### src/rtl/b12_trace_capture_if.sv
// Read port of the b12 trace FIFO: head entry offered with valid/ready.
interface b12_trace_capture_if #(
    parameter int unsigned W = 23
) ();
    logic         rd_valid;
    logic         rd_ready;
    logic [W-1:0] rd_data;

    modport master (output rd_valid, output rd_data, input rd_ready);
    modport slave  (input rd_valid, input rd_data, output rd_ready);
endinterface

### src/rtl/b12_trace_capture.sv
// Timestamped response recorder for the b12 core; change/marker/wrap-triggered FIFO trace.
// Optional B12_TRACE_STOP_ON_FULL_EN: first dropped entry halts the capture run.
module b12_trace_capture #(
    parameter int unsigned DEPTH = 64,
    parameter int unsigned TS_W  = 16
) (
    input  logic                     clock,
    input  logic                     reset,
    input  logic                     arm,
    input  logic                     stop,
    input  logic                     obs,
    input  logic                     nloss,
    input  logic [3:0]               nl,
    input  logic                     speaker,
    b12_trace_capture_if.master      rd,
    output logic [$clog2(DEPTH):0]   level,
    output logic                     overflow,
    output logic                     capturing
);
    localparam int unsigned AW = $clog2(DEPTH);
    localparam int unsigned LW = AW + 1;
    localparam int unsigned SW = 6;
    localparam int unsigned EW = TS_W + 7;

    typedef enum logic [1:0] {IDLE, CAPTURE, HALT} state_t;

    state_t          state, state_next;
    logic [AW-1:0]   wr_ptr, rd_ptr;
    logic [TS_W-1:0] ts;
    logic [SW-1:0]   prev;
    logic            first;
    logic [EW-1:0]   mem [DEPTH];

    logic [SW-1:0]   s;
    logic            valid, pop, rec, push, drop, arm_fire, sample_en;

    assign s     = {nloss, nl, speaker};
    assign valid = (level != '0);
    assign pop   = valid && rd.rd_ready;
    assign rec   = sample_en && (first || (s != prev) || obs || (ts == '0));
    assign push  = rec && ((level < LW'(DEPTH)) || pop);
    assign drop  = rec && !push;

    assign rd.rd_valid = valid;
    // Gate with valid so the port reads zero after reset, independent of stale memory.
    assign rd.rd_data  = valid ? mem[rd_ptr] : '0;

    always_ff @(posedge clock) begin
        if (reset) state <= IDLE;
        else       state <= state_next;
    end

    // Next state plus the per-cycle sample/arm strobes; stop beats arm.
    always_comb begin
        state_next = state;
        sample_en  = 1'b0;
        arm_fire   = 1'b0;
        case (state)
            IDLE, HALT: begin
                if (arm && !stop) begin
                    state_next = CAPTURE;
                    arm_fire   = 1'b1;
                end
            end
            CAPTURE: begin
                if (stop) begin
                    state_next = HALT;
                end else begin
                    sample_en = 1'b1;
`ifdef B12_TRACE_STOP_ON_FULL_EN
                    if (drop) state_next = HALT;
`else
                    state_next = CAPTURE;
`endif
                end
            end
            default: state_next = IDLE;
        endcase
    end

    always_ff @(posedge clock) begin
        if (reset) begin
            wr_ptr    <= '0;
            rd_ptr    <= '0;
            level     <= '0;
            ts        <= '0;
            prev      <= '0;
            first     <= 1'b0;
            overflow  <= 1'b0;
            capturing <= 1'b0;
        end else begin
            capturing <= (state_next == CAPTURE);
            if (arm_fire) begin
                ts       <= '0;
                first    <= 1'b1;
                overflow <= 1'b0;
            end else if (sample_en) begin
                ts    <= ts + TS_W'(1);
                first <= 1'b0;
                prev  <= s;
                if (drop) overflow <= 1'b1;
            end
            if (push) wr_ptr <= wr_ptr + AW'(1);
            if (pop)  rd_ptr <= rd_ptr + AW'(1);
            case ({push, pop})
                2'b10:   level <= level + LW'(1);
                2'b01:   level <= level - LW'(1);
                default: level <= level;
            endcase
        end
    end

    // Storage carries no reset; occupancy alone decides what is readable.
    always_ff @(posedge clock) begin
        if (push) mem[wr_ptr] <= {ts, obs, s};
    end
endmodule

### src/flat_wrapper.sv
// flat-port wrapper written by rule: the top's interface ports become plain ports
module b12_trace_capture_flat 
#(
    parameter int unsigned DEPTH = 64,
    parameter int unsigned TS_W  = 16
)
  (clock, reset, arm, stop, obs, nloss, nl, speaker, level, overflow, capturing, rd_rd_valid, rd_rd_data, rd_rd_ready);
  b12_trace_capture_if #(.W((TS_W + 7))) rd_i ();
  input  logic clock;
  input  logic reset;
  input  logic arm;
  input  logic stop;
  input  logic obs;
  input  logic nloss;
  input  logic [3:0] nl;
  input  logic speaker;
  output logic [$clog2(DEPTH):0] level;
  output logic overflow;
  output logic capturing;
  output wire logic [$bits(rd_i.rd_valid)-1:0] rd_rd_valid;
  output wire logic [$bits(rd_i.rd_data)-1:0] rd_rd_data;
  input wire logic [$bits(rd_i.rd_ready)-1:0] rd_rd_ready;
  assign rd_rd_valid = rd_i.rd_valid;
  assign rd_rd_data = rd_i.rd_data;
  assign rd_i.rd_ready = rd_rd_ready;
  b12_trace_capture #(.DEPTH(DEPTH), .TS_W(TS_W)) u_core (.clock(clock), .reset(reset), .arm(arm), .stop(stop), .obs(obs), .nloss(nloss), .nl(nl), .speaker(speaker), .rd(rd_i), .level(level), .overflow(overflow), .capturing(capturing));
endmodule
### config.mk
export PLATFORM = sky130hd
export DESIGN_NAME = b12_trace_capture_flat
export DESIGN_NICKNAME = d
export VERILOG_FILES = /design/src/rtl/b12_trace_capture_if.sv /design/src/rtl/b12_trace_capture.sv /design/src/flat_wrapper.sv
export SDC_FILE = /design/constraint.sdc
export NUM_CORES = 1
export LEC_CHECK = 0
export ABC_AREA = 1
export CORE_AREA = 5 5 400 402
export DETAILED_ROUTE_END_ITERATION = 10
export DIE_AREA = 0 0 405 407
export PLACE_DENSITY_LB_ADDON = 0.08
export SYNTH_ARGS = -nofsm -noshare
export SYNTH_HDL_FRONTEND = slang
export SYNTH_SLANG_ARGS = --single-unit
### constraint.sdc
create_clock -name clock -period 8 [get_ports clock]
set_input_delay 1.6 -clock clock [delete_from_list [all_inputs] [get_ports clock]]
set_output_delay 1.6 -clock clock [all_outputs]
set_load 0.03 [all_outputs]
-- Yosys cells after proc, flatten, opt, wreduce, memory -nomap -nowiden
Memory sizes are Yosys's and may differ from the RTL's. A register that Yosys moved wholly into a read port is not among the register bits.
Cells that the tools add are included.
- register bits after elaboration: 46
- memory bits (writable): 1472
- output and inout port bits: 33
- logic and storage cells: 58
- memories: 1
- memory list (name ; depth ; width ; read ports ; clocked after Yosys merged registers in ; wr ports ; line ; RTL):
    u_core.mem ; 64 ; 23 ; 1 ; 1 ; 1 ; b12_trace_capture.sv:32 ; logic [EW-1:0] mem [DEPTH];
- add/subtract/negate cells: 5
- magnitude comparators: 1
- equality and inequality tests: 6
- muxes and demuxes: 15
- bitwise logic cells: 1
- reduce and logical (&&, ||, !) cells: 20
- operators by type and width (kind ; number):
    2-to-1 mux 23 bit ; 1
    adder 16 x 1 -> 16 bit (second input constant) ; 1
    logical NOT 16 bit ; 1
    case mux 7 bit (2 select lines) ; 1
    adder 6 x 1 -> 6 bit (second input constant) ; 2
    2-to-1 mux 6 bit ; 2
    2-to-1 mux 1 bit ; 8
    adder 7 x 1 -> 7 bit (second input constant) ; 1
    < comparator 7 bit (second input constant) ; 1
    nonzero test 7 bit ; 1
    subtractor 7 x 1 -> 7 bit (second input constant) ; 1
    == test 2 x 1 -> 1 bit (second input constant) ; 3
    != test 6 bit ; 1
    logical AND 1 bit ; 5
    == test 2 bit (second input constant) ; 2
    logical OR 1 bit ; 4
    2-to-1 mux 2 bit ; 2
    case mux 2 bit (2 select lines) ; 1
    AND reduction 2 bit ; 2
    nonzero test 2 bit ; 2
    OR reduction 2 bit ; 2
    logical NOT 1 bit ; 2
    logical NOT 2 bit ; 1
    NOT 1 bit ; 1

-- Logic depth before layout (Yosys ltp)
Gate-level depths: netlist of run 1.
- word-level depth: 9
- gate-level depth with buffers: 21
- mapped depth without buffers: 19

-- Worst setup path before layout of run 1
OpenSTA, ideal clock, no wires.
- kind: in2reg
- start: input port nloss
- end: memory u_core.mem[35][0] (netlist bit) (enable)
- library setup time: 0.461 ns
- data arrival time: 4.719 ns
- data required time: 7.539 ns
- path slack: 2.820 ns
- stages on the path: 7
- cell sequence: or2_2 -> nand3_1 -> nor2_1 -> nand3_2 -> nand3_2 -> buf_6 -> nor4_1
- longest elaborated chain between the ends: 8
- ends and longest elaborated chain (what ; line ; RTL):
    from (decl) ; flat_wrapper.sv:14 ; input logic nloss;
    != test 6 bit ; b12_trace_capture.sv:40 ; assign rec = sample_en && (first || (s != prev) || obs || (ts == '0));
    logical OR 1 bit (3 in a row) ; b12_trace_capture.sv:40 ;
    logical AND 1 bit ; b12_trace_capture.sv:40 ;
    logical AND 1 bit ; b12_trace_capture.sv:41 ; assign push = rec && ((level < LW'(DEPTH)) || pop);
    2-to-1 mux 1 bit ; b12_trace_capture.sv:115 ; if (push) mem[wr_ptr] <= {ts, obs, s};
    2-to-1 mux 1 bit (not written as such) ; b12_trace_capture.sv:115 ;
    to (decl) ; b12_trace_capture.sv:32 ;
Every way passes these cells.

==> results of run 1 <==
[cell type report]
| class | count | area share, % |
|---|---|---|
| Antenna cell | 1 | 0.00359 |
| Sequential cell | 1524 | 64.9 |
| Inverter | 67 | 0.413 |
| Clock inverter | 66 | 0.786 |
| Multi-Input combinational cell | 3428 | 21.5 |
| Tap cell | 2058 | 3.69 |
| Timing Repair Buffer | 177 | 2.22 |
| Clock buffer | 227 | 6.41 |
[logic make-up (layout without fill, tap and decap cells)]
logic type,count (synthesis),after routing,synth area share (%)
xor gates and xnor gates,14,14,0.198
other,0,1,0
buffers and inverters,400,537,3.07
and+or+nand+nor,3319,3319,22.9
AOI/OAI and AO/OA,88,88,0.719
adders and majority gates,7,7,0.141
DFF,1524,1524,73.0
[worst register-to-register path, delay by kind of cell (launching register included)]
family / cells / cell delay [ps]
buf+inv: 4 / 1260
flops: 1 / 300
simple gates: 8 / 2530
[worst paths after layout]
kind / to / cells after the start
max: rd_rd_data[15] / 11
min: u_core.first / 2
max reg2reg: u_core.mem[26][7] / 12
min reg2reg: u_core.first / 2
[synth_stat cells (all sizes together)]
cell / number / area share, %
dfxtp: 52 / 1.7
a211oi: 1 / 0.012
nand3b: 2 / 0.024
a21oi: 62 / 0.50
nand3: 1273 / 10
clkbuf: 63 / 0.38
clkinv: 1 / 0.0061
nand4: 11 / 0.11
nand2: 1922 / 12
and3: 1 / 0.010
nor3: 8 / 0.065
nor3b: 1 / 0.012
o21ai: 24 / 0.19
xor2: 10 / 0.14
edfxtp: 1472 / 71
a21o: 1 / 0.012
nor2: 91 / 0.59
inv: 66 / 0.40
xnor2: 4 / 0.057
nor4: 8 / 0.081
or2: 2 / 0.020
ha: 7 / 0.14
buf: 270 / 2.3
[state kept, by name, indices dropped and copies added, names as in the netlist, named ones only]
signal	cells
u_core.capturing	1
u_core.first	1
u_core.level	7
u_core.mem	1472
u_core.overflow	1
u_core.prev	6
u_core.rd_ptr	6
u_core.state	2
u_core.ts	16
u_core.wr_ptr	6
[metrics by stage]
step / hold WS [ps] / worst slack, ps / cells / power, mW / cell area, µm²
floorplan: 436 / 2820 / 5352 / 12.0 / 62000
global placement: 447 / 2110 / 7253 / 13.6 / 64700
detailed placement: 451 / 2080 / 7254 / 13.6 / 64700
CTS: 460 / 1370 / 7547 / 20.9 / 69700
global route: 483 / 1080 / 7547 / 21.6 / 69700
finish: 459 / 1350 / 7548 / 20.6 / 69700
[layer usage]
metal	global-route usage (%)	vias up	routed length, µm
met5	0	-	0
met4	6.86	0	5370
met3	4.54	258	13000
met2	35.1	1293	85500
met1	32.1	20000	83500
li1	-	18800	-
[power by group through the flow]
stage / Sequential [mW] / Combinational, mW / Clock (mW)
global placement: 8.97 / 4.64 / 0
detailed placement: 8.97 / 4.64 / 0
floorplan: 8.92 / 3.10 / 0
finish: 8.80 / 4.62 / 7.22
CTS: 8.80 / 4.66 / 7.39
global route: 8.81 / 5.08 / 7.73
==> metrics.yaml, run 1 <==
status:
  status: "complete, no violations"
die:
  die-area_um2: 165000
  io_pins: 45
  fp.coreArea_um2: 156000
  die_w_um: 405
  initial_core_util_pct: 39.8
  die_y_um: 407
  num_rows: 145
yosys:
  syn_nets: 5371
  syn_inst: 5352
  yosysUniqueCellTypes: 32
  synth-seq-area-share_pct: 73.0
  syn_avg_cell_area_um2: 11.6
  ys_warn_count: 0
  syn_area_um2: 62000
  ys_ff_latch: 1524
finish:
  nets: 5384
  mostFrequentLayoutCells: "nand2_1, edfxtp_1, nand3_1"
  layout_commonest_cell: "nand2_1"
  drive_gt1_share_pct: 8.07
  seqCellArea_um2: 45300
  multi_input_area_um2: 15000
  fin_util_pct: 44.8
  syn_to_final_growth_pct: 12.5
  num-fill-cells: 14400
power:
  p_seq_share_pct: 42.7
  p_comb_share_pct: 22.4
  powerDensity_nw_per_um2: 296
  power.share.clock_pct: 35.0
  p_sw_mw: 6.52
  power_leakage_nw: 25.2
  swShare_pct: 31.6
  ir_worst_vdd_mv: 0.249
  p_int_mw: 14.1
worst_setup_path:
  crit_slowest_cell: "clkdlybuf4s50_1"
  crit_path_end_kind: "output port"
  r2r_start: "u_core.ts[15]"
  path_cells: "inv_16 > buf_4 > nand2_1 > nand3_1 > nand3_1 > nand2_1 > nand2_1 > nand3_1 > nand3_1 > a21oi_1 > clkdlybuf4s50_1"
  arrival_ps: 5050
  crit_family: "buffers and inverters"
  cp-start-kind: "register"
  crit_top_cell: "nand3_1"
  r2r_slack_ps: 3590
  worstPathRequired_ps: 6400
  crit_type: "register to output port"
  crit_fanout: 220
  slowest_delay_ps: 770
  crit_buf_inv: 3
worst_hold_path:
  hold_path.class: "register to register"
  hp-start: "u_core.first"
sta:
  finalClockSkew_ps: 24.3
  fin_tns_setup_ps: 0
  min_period_ps: 6650
  slew_viol_final: 0
  worstMarginPinSlew_ps: 1260
  relSlewSlack_pct: 16.2
  rsz0062_at_grt: "no"
  min_period_over_period_pct: 83.2
  setup_violations: 0
  finalHoldViolations: 0
  max_freq_mhz: 150
placed_design:
  portBuffers: 44
  dp.final_hpwl_um: 94600
  place_congestion: 0.797
run:
  max_cap_viol_count: 0
cts:
  hold_buffers: 0
  clock_path_buffers: 3
  insertion_delay_ps: 800
  cts_setup_buffers: 0
  root_buffer: "clkbuf_16"
  path_clk_slew_ps: 60
  cts.sink_count: 1524
  cts_tree: "built"
  cts_buffers: 167
  htreeDepth: 4
  cts.repair.resized: 0
grt:
  overflow: 0
  antenna_found_initial: 3
  grt_usage_pct: 22.5
  grt_pass1_vias: 38500
  grt_pass1_wl_um: 272000
  grt_max_degree: 221
drt:
  drc_errors: 0
  vias: 40300
  drtIter0Drc: 3941
  detailedRoute.firstPassIterationCount: 5
  via_per_inst: 5.34
  antenna_left: 0
  wirelength_um: 187000
  post_drt_wl_per_cell_um: 24.8
(Power assumes the default switching activity.)
==> run 2, diff against run 1 <==
==> constraint.sdc (replaced) <==
create_clock -name clock -period 6.2 [get_ports clock]
set_input_delay 1.24 -clock clock [delete_from_list [all_inputs] [get_ports clock]]
set_output_delay 1.24 -clock clock [all_outputs]
set_load 0.03 [all_outputs]
==> metrics.yaml, run 2 (same netlist as run 1, synthesis figures left out) <==
status:
  status: "complete, no violations"  # unchanged
worst_setup_path:
  arrival_ps: 4430  # was 5050 ps
  cp-start-kind: "register"  # unchanged
  crit_family: "buffers and inverters"  # unchanged
  crit_slowest_cell: "dfxtp_4"  # was clkdlybuf4s50_1
  path_cells: "buf_12 > nand2_1 > nand3_1 > nand3_1 > nand2_1 > nand2_1 > nand3_1 > nand3_1 > a21oi_1 > clkdlybuf4s50_1"  # was inv_16 > buf_4 > nand2_1 > nand3_1 > nand3_1 > nand2_1 > nand2_1 > nand3_1 > nand3_1 > a21oi_1 > clkdlybuf4s50_1
  crit_type: "register to output port"  # unchanged
  crit_fanout: 133  # was 220
  slowest_delay_ps: 760  # was 770 ps
  worstPathRequired_ps: 4960  # was 6400 ps
  r2r_slack_ps: 2770  # was 3590 ps
  crit_top_cell: "nand3_1"  # unchanged
  crit_buf_inv: 2  # was 3
  crit_path_end_kind: "output port"  # unchanged
cts:
  cts.repair.resized: 0  # unchanged
  insertion_delay_ps: 800  # about the same
  clock_path_buffers: 3  # unchanged
  root_buffer: "clkbuf_16"  # unchanged
  cts.sink_count: 1524  # unchanged
  cts_buffers: 168  # was 167
  cts_tree: "built"  # unchanged
  cts_setup_buffers: 0  # unchanged
  htreeDepth: 4  # unchanged
  path_clk_slew_ps: 60  # about the same
  hold_buffers: 0  # unchanged
sta:
  fin_hold_ws_ps: 457  # was 459 ps
  worstMarginPinSlew_ps: 1040  # was 1260 ps
  relSlewSlack_pct: 30.6  # was 16.2%
  min_period_ps: 5670
  max_freq_mhz: 176
  slew_viol_final: 0  # unchanged
  setup_violations: 0  # unchanged
  rsz0062_at_grt: "no"  # unchanged
  finalClockSkew_ps: 30.1  # was 24.3 ps
  min_period_over_period_pct: 91.4
  finalHoldViolations: 0  # unchanged
  fin_tns_setup_ps: 0  # unchanged
die:
  fp.coreArea_um2: 156000  # unchanged
  io_pins: 45  # unchanged
  num_rows: 145  # unchanged
  die-area_um2: 165000  # unchanged
  die_w_um: 405  # unchanged
  die_y_um: 407  # unchanged
  initial_core_util_pct: 39.8  # unchanged
placed_design:
  portBuffers: 44  # unchanged
  place_congestion: 0.822  # was 0.797
  dp.final_hpwl_um: 97200  # was 94600 µm
finish:
  syn_to_final_growth_pct: 13.4  # was 12.5%
  largest_reg_flops: 1472  # unchanged
  top_register: "u_core.mem"  # unchanged
  mostFrequentLayoutCells: "nand2_1, edfxtp_1, nand3_1"  # unchanged
  layout_commonest_cell: "nand2_1"  # unchanged
  nets: 5404  # was 5384
  reg_top3: "u_core.mem x1472, u_core.ts x16, u_core.level x7"  # unchanged
  drive_gt1_share_pct: 8.80  # was 8.07%
drt:
  vias: 40500  # was 40300
  drc_errors: 0  # unchanged
  drtIter0Drc: 3987  # was 3941
  post_drt_wl_per_cell_um: 25.0  # was 24.8 µm
  antenna_left: 0  # unchanged
  detailedRoute.firstPassIterationCount: 8  # was 5
  via_per_inst: 5.34  # about the same
  wirelength_um: 189000  # was 187000 µm
grt:
  grt_usage_pct: 22.6  # was 22.5%
  grt_pass1_vias: 38400  # was 38500
  antenna_found_initial: 3  # unchanged
  grt_max_degree: 166  # was 221
  grt_pass1_wl_um: 272000  # about the same
  overflow: 0  # unchanged
power:
  power_leakage_nw: 25.5  # was 25.2 nW
  powerDensity_nw_per_um2: 385  # was 296 nW/µm²
  ir_worst_vdd_mv: 0.309  # was 0.249 mV
run:
  max_cap_viol_count: 0  # unchanged
worst_hold_path:
  hold_path.class: "register to register"  # unchanged
## run 2: worst paths after layout
kind	cells past startpoint	end	start
setup / recovery	10	rd_rd_data[15]	register
hold / removal	2	u_core.first	u_core.first
setup reg to reg	11	u_core.mem[54][17]	u_core.ts[15]
hold reg to reg	2	u_core.first	u_core.first
## run 2: stage by stage
step / cells / setup slack [ps] / utilization (%) / cell area, µm² / power [mW]
2_1_floorplan: 5352 / 1380 / - / 62000 / 15.5
3_3_place_gp: 7273 / 1440 / 41.9 / 65200 / 17.9
3_5_place_dp: 7273 / 1460 / 41.9 / 65200 / 17.9
4_1_cts: 7567 / 565 / 45.1 / 70200 / 27.3
5_1_grt: 7567 / 307 / 45.1 / 70200 / 28.3
6_report: 7573 / 532 / 45.1 / 70300 / 27.0
## run 2: report_power, final
part,switching [mW],internal (mW),total (mW)
Combinational,4.40,1.93,6.33
Clock,4.01,5.39,9.40
Sequential,0.0916,11.2,11.3
## run 2: cell type report
class	count	area (µm²)
antenna	6	15.0
clock buffer	218	4480
clock inverter	76	601
fill	14400	85400
inverter	67	285
multi-input combinational	3428	15000
sequential	1524	45300
tap	2058	2570
timing repair buffer	196	2010
## run 2: routing by layer
metal	GRT usage, %	part of all wire [%]	up-vias
met3	4.85	6.9	268
met5	0	0	-
met1	32.1	45	20100
met4	7.20	3.0	0
met2	35.0	45	1235
li1	-	-	18900
## run 2: tightest hold or removal path, delay by kind of cell (launching register included)
kind            cells  cell delay, ps
compound gates      1              50
flops               1             300
simple gates        1              60
